==> config.mk <==
export PLATFORM = sky130hd
export DESIGN_NAME = led_status_multi
export DESIGN_NICKNAME = d
export VERILOG_FILES = /design/src/rtl/led_status_multi.sv
export SDC_FILE = /design/constraint.sdc
export NUM_CORES = 1
export LEC_CHECK = 0
export ABC_AREA = 1
export CELL_PAD_IN_SITES_DETAIL_PLACEMENT = 2
export CELL_PAD_IN_SITES_GLOBAL_PLACEMENT = 2
export CORE_MARGIN = 5
export CORE_UTILIZATION = 38
export CTS_CLUSTER_SIZE = 40
export DETAILED_ROUTE_END_ITERATION = 8
export GPL_TIMING_DRIVEN = 0
export PLACE_DENSITY = 0.95
export SYNTH_ARGS = -nofsm -noshare
export SYNTH_HDL_FRONTEND = slang
export SYNTH_SLANG_ARGS = --single-unit
==> constraint.sdc <==
create_clock -name clk -period 2.85 [get_ports clk]
set_input_delay 0.57 -clock clk [delete_from_list [all_inputs] [get_ports clk]]
set_output_delay 0.57 -clock clk [all_outputs]
set_load 0.01 [all_outputs]
==> src/rtl/led_status_multi.sv <==
// Multi-channel status LED driver: per-channel OFF/ON/BLINK/EVENT modes with
// pulse stretching, a shared blink phase and a global PWM brightness gate.
module led_status_multi #(
  parameter int unsigned NUM_LEDS      = 8,
  parameter int unsigned TICK_DIV      = 40000,
  parameter int unsigned BLINK_TICKS   = 250,
  parameter int unsigned STRETCH_TICKS = 50,
  parameter int unsigned PWM_BITS      = 4
) (
  input  logic                  clk,
  input  logic                  reset,
  input  logic [2*NUM_LEDS-1:0] mode,
  input  logic [NUM_LEDS-1:0]   event_strobe,
  input  logic [PWM_BITS-1:0]   brightness,
  output logic [NUM_LEDS-1:0]   led_driver
);

  typedef enum logic [1:0] {
    MODE_OFF   = 2'b00,
    MODE_ON    = 2'b01,
    MODE_BLINK = 2'b10,
    MODE_EVENT = 2'b11
  } led_mode_e;

  localparam int unsigned TICK_W    = $clog2(TICK_DIV);
  localparam int unsigned BLINK_W   = (BLINK_TICKS > 1) ? $clog2(BLINK_TICKS) : 1;
  localparam int unsigned STRETCH_W = $clog2(STRETCH_TICKS + 1);

  localparam logic [TICK_W-1:0]    TICK_LAST    = TICK_W'(TICK_DIV - 1);
  localparam logic [BLINK_W-1:0]   BLINK_LAST   = BLINK_W'(BLINK_TICKS - 1);
  localparam logic [STRETCH_W-1:0] STRETCH_LOAD = STRETCH_W'(STRETCH_TICKS);

  logic [TICK_W-1:0]    tick_cnt;
  logic                 tick;
  logic [BLINK_W-1:0]   blink_cnt;
  logic                 blink_phase;
  logic [STRETCH_W-1:0] stretch_cnt [NUM_LEDS];
  logic [PWM_BITS-1:0]  pwm_cnt;
  logic                 gate;
  logic [NUM_LEDS-1:0]  raw;

  assign tick = (tick_cnt == TICK_LAST);

  // NOTE: sequential state uses non-blocking (<=) so every register samples
  // the pre-edge values of its neighbours, matching the hardware.
  always_ff @(posedge clk) begin
    if (reset) begin
      tick_cnt    <= '0;
      blink_cnt   <= '0;
      blink_phase <= 1'b0;
      pwm_cnt     <= '0;
      led_driver  <= '0;
      for (int i = 0; i < NUM_LEDS; i++) begin
        stretch_cnt[i] <= '0;
      end
    end else begin
      tick_cnt <= tick ? '0 : tick_cnt + 1'b1;
      pwm_cnt  <= pwm_cnt + 1'b1;

      if (tick) begin
        if (blink_cnt == BLINK_LAST) begin
          blink_cnt   <= '0;
          blink_phase <= ~blink_phase;
        end else begin
          blink_cnt <= blink_cnt + 1'b1;
        end
      end

      // A fresh event outranks the tick decrement, so retriggers restart the
      // full duration even on a tick cycle.
      for (int i = 0; i < NUM_LEDS; i++) begin
        if (event_strobe[i]) begin
          stretch_cnt[i] <= STRETCH_LOAD;
        end else if (tick && (stretch_cnt[i] != '0)) begin
          stretch_cnt[i] <= stretch_cnt[i] - 1'b1;
        end
      end

      led_driver <= raw & {NUM_LEDS{gate}};
    end
  end

  // All-ones is forced fully on; otherwise the duty would top out one step short.
  assign gate = (&brightness) | (pwm_cnt < brightness);

  // NOTE: raw gets a default before the loop so no path leaves it unassigned,
  // which would otherwise infer a latch.
  always_comb begin
    raw = '0;
    for (int i = 0; i < NUM_LEDS; i++) begin
      case (led_mode_e'(mode[2*i +: 2]))
        MODE_OFF:   raw[i] = 1'b0;
        MODE_ON:    raw[i] = 1'b1;
        MODE_BLINK: raw[i] = blink_phase;
        MODE_EVENT: raw[i] = (stretch_cnt[i] != '0);
        default:    raw[i] = 1'b0;
      endcase
    end
  end

endmodule

Word-level counts from Yosys, hierarchy flattened
Memory sizes are Yosys's and may differ from the RTL's.
Cells that the tools add are included.
{ "classes": {"bitwise_logic": 19, "muxes": 83, "order_cmp": 1, "eq_ne": 26, "n_addsub": 11, "reduce_logical": 27} }
{ "op_table": {"columns": ["op", "n"], "rows": [
  ["6-bit two-way mux", 16],
  ["1-bit two-way mux", 58],
  ["6-bit nonzero test", 8],
  ["6-bit by 1-bit subtractor with 6-bit output (second input constant)", 8],
  ["2-bit == test (second input constant)", 16],
  ["1-bit case mux with 4 select lines", 8],
  ["1-bit bitwise OR", 17],
  ["16-bit by 1-bit adder with 16-bit output (second input constant)", 1],
  ["16-bit == test (second input constant)", 1],
  ["2-bit by 1-bit == test with 1-bit output (second input constant)", 8],
  ["2-bit logical NOT", 8],
  ["8-bit by 1-bit adder with 8-bit output (second input constant)", 1],
  ["8-bit AND", 1],
  ["8-bit == test (second input constant)", 1],
  ["1-bit logical AND", 8],
  ["8-bit two-way mux", 1],
  ["4-bit by 1-bit adder with 4-bit output (second input constant)", 1],
  ["4-bit < comparator", 1],
  ["4-bit AND reduction", 1],
  ["2-bit AND reduction", 1],
  ["2-bit OR reduction", 1],
  ["1-bit inverter", 1]
]} }
{ "totals": {"memories": 1, "ramBits": 48, "inputBits": 30, "ff_bits": 37, "word_cells": 173, "output_inout_bits": 8} }
{ "mem_list": {"columns": ["memory", "words", "word_bits", "read_ports", "rd_clocked_by_memory_dff", "write_ports", "line_no", "text"], "rows": [
  ["stretch_cnt", 8, 6, 8, 0, 8, "37", "logic [STRETCH_W-1:0] stretch_cnt [NUM_LEDS];"]
]} }

Longest topological paths before layout
Gate-level depths: netlist of run 1.
{ "logic_depth": {"depth_word": 7, "depth_mapped": 12, "mapped_depth_nobuf": 11} }

Worst setup path after synthesis of run 1
No wires, ideal clock.
{ "synth_path": {"kind": "input port to flip-flop", "from": "input reset", "to": "memory stretch_cnt[0][18] in the netlist's numbering, enable pin", "slack_ps": 1013, "setup_ps": 318, "t_arrival_ps": 1519, "path_buffers": 2, "required_time_ps": 2532, "cell_stages": 7, "cell_sequence": "buf_2 -> inv_1 -> buf_4 -> nand3_1 -> nor2_1 -> nor2_1 -> nand2_1"} }
{ "synth_lines": {"columns": ["element", "line_no", "text"], "rows": [
  ["start: declaration", "11", "input logic reset,"],
  ["end: declaration", "37", null]
]} }

==> flow_summary.ini, run 1 <==
[global_route]
overflow = 0
grt_pass1_vias = 5679
grt_first_pass_wirelength_microns = 33680
grt_max_degree = 15
antenna_found_initial = 0
grt_usage = 0.2774

[critical_path]
critical_path.cell_chain = ha_1 -> nand2_1 -> inv_1 -> nand2_2 -> nor2_2 -> nand3_1 -> nor2_1 -> nor2_1 -> nand2_1
worstSetupStartpointType = flip-flop
slowest_stage = dfxtp_1
reg2regPathDepth = 9
crit_path_max_incr_delay_ns = 0.35
cp.depth = 9
required_ns = 2.88
worst_ep_arrival_time_ns = 2.39
critical_path_peak_fanout = 6
crit_type = flip-flop to flip-flop
crit_family = simple AND/OR/NAND/NOR gates
cp_num_buf_inv = 1
crit_path_end_kind = flip-flop

[sta]
hold_ws_ns = 0.4480
hold_viol_final = 0
setup_violations = 0
fin_tns_setup_ns = 0
slew_headroom = 0.5554
rsz0062_at_grt = no
drv_slew = 0
fin_crit_ns = 2.366
tightest_slew_ns = 0.6668
finalCritPeriodShare = 0.8301
max_freq_mhz = 422.7
fin_skew_ns = 0.01356

[floorplan]
die_w_microns = 125.2
die_area_sq_um = 15680
num_io_pins = 38
die_y_microns = 125.2
rows = 42
initial_core_util = 0.3841
core-area_sq_um = 13140

[layout]
mostFrequentLayoutCells = nor2_1, nand2_1, inv_1
layout_commonest_cell = nor2_1
drive_gt1_frac = 0.06980
final_area_sq_um = 5913
multi_input_area_sq_um = 2446
diodes = 0
area_delta_synth_final_pct = 17.18
postLayoutCoreUtil = 0.4501
fillers = 1474
fin_nets = 750
seq_area_sq_um = 2182

[place]
dpl.hpwl_microns = 13810
dpl_cell_area_sq_um = 5627
port_buffers = 36
gp_congestion = 0.8178

[pwr]
power_density_nw_per_um2 = 517.2
leakage_nw = 2.480
vdd_drop_max_uv = 286.2

[synth]
synth_fp_nets = 703
yosysSeqAreaShare = 0.4324
synth_area_leader_cell = edfxtp_1
synth-warning-count = 0
syn_area_sq_um = 5046
syn_inst = 650
synthDominantCellAreaShare = 0.2856
avgSynthCellArea_sq_um = 7.763
yosys-top-cells-area = edfxtp_1, dfxtp_1, nor2_1
ys_types = 29
ys_ff_latch = 85

[clock_network]
numCtsBuffers = 9
cts-htree-levels = 3
ctsHoldBuffers = 0
cts-resized-gates = 0
cts_tree = built
clk_latency_ns = 0.36
cts_root_buf = clkbuf_16
cts_buffer_depth = 2
cts.sinks = 85
postCtsSetupBuffers = 0
path_clk_slew_ns = 0.06

[route]
via_per_inst = 5.474
vias = 4806
dr.first_iter.drc_count = 245
routed_wl_microns = 21390
postRouteAntennaNets = 0
drc_errors = 0
first_pass_iters = 4
wl_per_cell_microns = 24.36

[outcome]
status = finished, final reports clean

[min_path]
holdPathStages = 1
hold_class = flip-flop to flip-flop

[flow_run]
drv_cap = 0
==> sequential cells by signal, summed over array words and instances, names as in the netlist <==
name         count
led_driver       8
blink_phase      1
blink_cnt        8
pwm_cnt          4
tick_cnt        16
stretch_cnt     48
==> power breakdown <==
part / switching [mW] / internal, mW / total (mW)
clock network: 0.559 / 0.645 / 1.20
logic: 0.272 / 0.154 / 0.426
registers: 0.0611 / 1.37 / 1.43
==> metal layers <==
layer | vias to the layer above | wire length (microns) | GRT usage
met1 | 2421 | 8404 | 0.3080
met4 | 0 | 816 | 0.1193
li1 | 2161 | - | -
met2 | 159 | 11270 | 0.5179
met3 | 65 | 895 | 0.04861
met5 | - | 0 | 0
==> through the flow <==
step                      cells  setup WS, ns  total power, mW
after floorplan             650         1.013            1.657
after global placement      862        0.6771            1.771
after detailed placement    862        0.4686            1.836
after CTS                   878        0.4904            3.064
after global routing        878        0.3703            3.143
final                       878        0.4842            3.059
==> Yosys cell counts, drive strengths merged <==
| cell type | instances |
|---|---|
| buf | 7 |
| o21ai | 4 |
| dfxtp | 37 |
| or2 | 2 |
| nand3b | 2 |
| nor3 | 23 |
| inv | 95 |
| edfxtp | 48 |
| nor3b | 1 |
| clkbuf | 2 |
| nand3 | 43 |
| xor2 | 24 |
| xnor2 | 19 |
| nand4 | 17 |
| nand2 | 127 |
| a21oi | 25 |
| ha | 23 |
| nor2 | 151 |
==> final cells by class <==
type	instances	share of cell area
plain buffers	9	0.01037
clock buffers	11	0.04295
clock inverters	5	0.005501
inverters	95	0.06030
multi-input cells	461	0.4137
flip-flops and latches	85	0.3690
well taps	176	0.03724
repair buffers	36	0.06094
==> worst register-to-register path, delay by kind of cell (launching register included) <==
family,cells,cell delay [ns]
buffers and inverters,1,0.12
and+or+nand+nor,7,1.38
adders and majority gates,1,0.18
DFF,1,0.35
==> cells by family (layout without fill, tap and decap cells) <==
| family | count (synthesis) | after routing | synth area share |
|---|---|---|---|
| simple gates | 366 | 366 | 0.3243 |
| buf+inv | 104 | 156 | 0.08282 |
| compound gates | 29 | 29 | 0.02876 |
| fa+ha+maj | 23 | 23 | 0.05703 |
| flops | 85 | 85 | 0.4324 |
| xor+xnor | 43 | 43 | 0.07463 |
==> worst paths after layout <==
| path | start | to | slack [ns] |
|---|---|---|---|
| hold reg to reg | tick_cnt[0]$_SDFF_PP0_ | tick_cnt[0]$_SDFF_PP0_ | 0.45 |
| hold / removal | tick_cnt[0]$_SDFF_PP0_ | tick_cnt[0]$_SDFF_PP0_ | 0.45 |
| setup / recovery | tick_cnt[0]$_SDFF_PP0_ | stretch_cnt[0][18]$_SDFFCE_PN0P_ | 0.48 |
| setup reg to reg | tick_cnt[0]$_SDFF_PP0_ | stretch_cnt[0][18]$_SDFFCE_PN0P_ | 0.48 |
No activity file was read; power rests on OpenSTA's default activity.
==> run 2: changes to the inputs <==
--- a/config.mk
+++ b/config.mk
@@ -9,11 +9,11 @@
 export CELL_PAD_IN_SITES_DETAIL_PLACEMENT = 2
 export CELL_PAD_IN_SITES_GLOBAL_PLACEMENT = 2
 export CORE_MARGIN = 5
-export CORE_UTILIZATION = 38
+export CORE_UTILIZATION = 35
 export CTS_CLUSTER_SIZE = 40
 export DETAILED_ROUTE_END_ITERATION = 8
 export GPL_TIMING_DRIVEN = 0
-export PLACE_DENSITY = 0.95
+export PLACE_DENSITY = 0.92
 export SYNTH_ARGS = -nofsm -noshare
 export SYNTH_HDL_FRONTEND = slang
 export SYNTH_SLANG_ARGS = --single-unit
==> constraint.sdc (replaced) <==
create_clock -name clk -period 2.2 [get_ports clk]
set_input_delay 0.44 -clock clk [delete_from_list [all_inputs] [get_ports clk]]
set_output_delay 0.44 -clock clk [all_outputs]
set_load 0.01 [all_outputs]
==> run 2 against run 1 <==
Against the previous run:
- global-route usage shrank 5.3 points
- highest routed layer unchanged
- wire length shrank 13%
- clock skew fell by 0.0038 ns
- flip-flop and latch count unchanged
- critical path type unchanged
==> flow_summary.ini, run 2 (same netlist as run 1, synthesis figures left out) <==
[outcome]
status = finished, final reports clean

[route]
routed_wl_microns = 18560
via_per_inst = 5.293
wl_per_cell_microns = 21.04
dr.first_iter.drc_count = 212
vias = 4668
drc_errors = 0
first_pass_iters = 4
postRouteAntennaNets = 0

[critical_path]
worstSetupStartpointType = flip-flop
required_ns = 2.27
crit-reg2reg-launch = stretch_cnt[0][12]$_SDFFCE_PN0P_
crit_path_end_kind = flip-flop
startpoint = stretch_cnt[0][12]$_SDFFCE_PN0P_
critical_path_peak_fanout = 6
worst_ep_arrival_time_ns = 2.09
crit_type = flip-flop to flip-flop

[clock_network]
postCtsSetupBuffers = 0
clk_latency_ns = 0.35
ctsHoldBuffers = 0
cts-htree-levels = 3
numCtsBuffers = 9
cts_buffer_depth = 2
cts.sinks = 85
cts_tree = built
cts_root_buf = clkbuf_16
path_clk_slew_ns = 0.07

[sta]
slew_headroom = 0.5614
fin_skew_ns = 0.009803
finalCritPeriodShare = 0.9171
fin_tns_setup_ns = 0
hold_viol_final = 0
setup_violations = 0
drv_slew = 0
max_freq_mhz = 495.7
rsz0062_at_grt = no
tightest_slew_ns = 0.6579
fin_crit_ns = 2.018

[pwr]
power_density_nw_per_um2 = 644.6
vdd_drop_max_uv = 397.1
leakage_nw = 2.476

[layout]
layout_commonest_cell = nor2_1
seq_area_sq_um = 2182
diodes = 0
area_delta_synth_final_pct = 17.38
fin_nets = 750
regMostFlops = stretch_cnt
instances_no_fill = 882
multi_input_area_sq_um = 2476
mostFrequentLayoutCells = nor2_1, nand2_1, inv_1
fillers = 1567
largest_reg_flops = 48
reg.largest.list = stretch_cnt (48), tick_cnt (16)
drive_gt1_frac = 0.08262

[global_route]
grt_usage = 0.2249
grt_first_pass_wirelength_microns = 28850
met3_usage = 0.03889
met1_usage = 0.2445
grt_pass1_vias = 5325
gr-usage-met2 = 0.4375
overflow = 0
grt_max_degree = 15
antenna_found_initial = 0
top_usage_layer = met2

[floorplan]
die_area_sq_um = 16920
initial_core_util = 0.3607
die_y_microns = 130.1
rows = 43
die_w_microns = 130.1
num_io_pins = 38
core-area_sq_um = 13990

[place]
post-place-cells = 866
gp_congestion = 0.8199
dpl.hpwl_microns = 13230
port_buffers = 36

[min_path]
hold_class = flip-flop to flip-flop
hold_start = tick_cnt[0]$_SDFF_PP0_

[flow_run]
drv_cap = 0
run 2: cell types whose count changed in the layout (fill, tap and decap cells not counted), sizes merged:
cell      before  now
clkinvlp       1    0
clkbuf        13   14
run 2: area by class of cell:
class | count | area share
multi-input combinational | 461 | 0.4180
sequential | 85 | 0.3684
timing repair buffer | 36 | 0.06084
inverter | 95 | 0.06020
clock buffer | 12 | 0.03992
tap | 180 | 0.03802
buffer | 9 | 0.01035
clock inverter | 4 | 0.004225
run 2: critical path, cell delays in order (launching register included):
cell and delay, ns:
edfxtp_1 0.43, inv_1 0.15, ha_1 0.18, nand4_1 0.28, nand3_1 0.20, nor2_1 0.08, nor2_1 0.23, nand2_2 0.18
run 2: path summary, 6_finish.rpt:
kind	to	depth (start not counted)	slack, ns
hold / removal	tick_cnt[0]$_SDFF_PP0_	1	0.45
setup / recovery	stretch_cnt[0][16]$_SDFFCE_PN0P_	7	0.18
hold reg to reg	tick_cnt[0]$_SDFF_PP0_	1	0.45
setup reg to reg	stretch_cnt[0][16]$_SDFFCE_PN0P_	7	0.18
run 2: per-layer routing:
layer | wire length [microns] | part of all wire
met5 | 0 | 0
met4 | 476 | 0.026
met3 | 694 | 0.037
met2 | 10070 | 0.54
met1 | 7320 | 0.39
run 2: report_power, final:
part	internal, mW	leakage, nW	total [mW]	switching (mW)
Clock	0.768	0.131	1.45	0.686
Combinational	0.201	1.55	0.522	0.320
Sequential	1.77	0.797	1.84	0.0727
run 2: repair_timing:
item,4_1_cts,5_1_grt
pin swaps,0,0
endpoints found under the setup margin,30,49
resized for setup,3,7
run 2: through the flow:
step | utilization | hold slack, ns | setup WS (ns) | power (mW) | instance area (sq um)
6_report | 0.4234 | 0.4495 | 0.1825 | 3.818 | 5923
5_1_grt | 0.4234 | 0.4714 | 0.01295 | 3.948 | 5923
4_1_cts | 0.4220 | 0.4535 | 0.03996 | 3.834 | 5903
3_5_place_dp | 0.4026 | 0.4410 | 0.007224 | 2.373 | 5632
3_3_place_gp | 0.4026 | 0.4319 | 0.1507 | 2.297 | 5632
2_1_floorplan | - | 0.4175 | 0.4933 | 2.147 | 5046
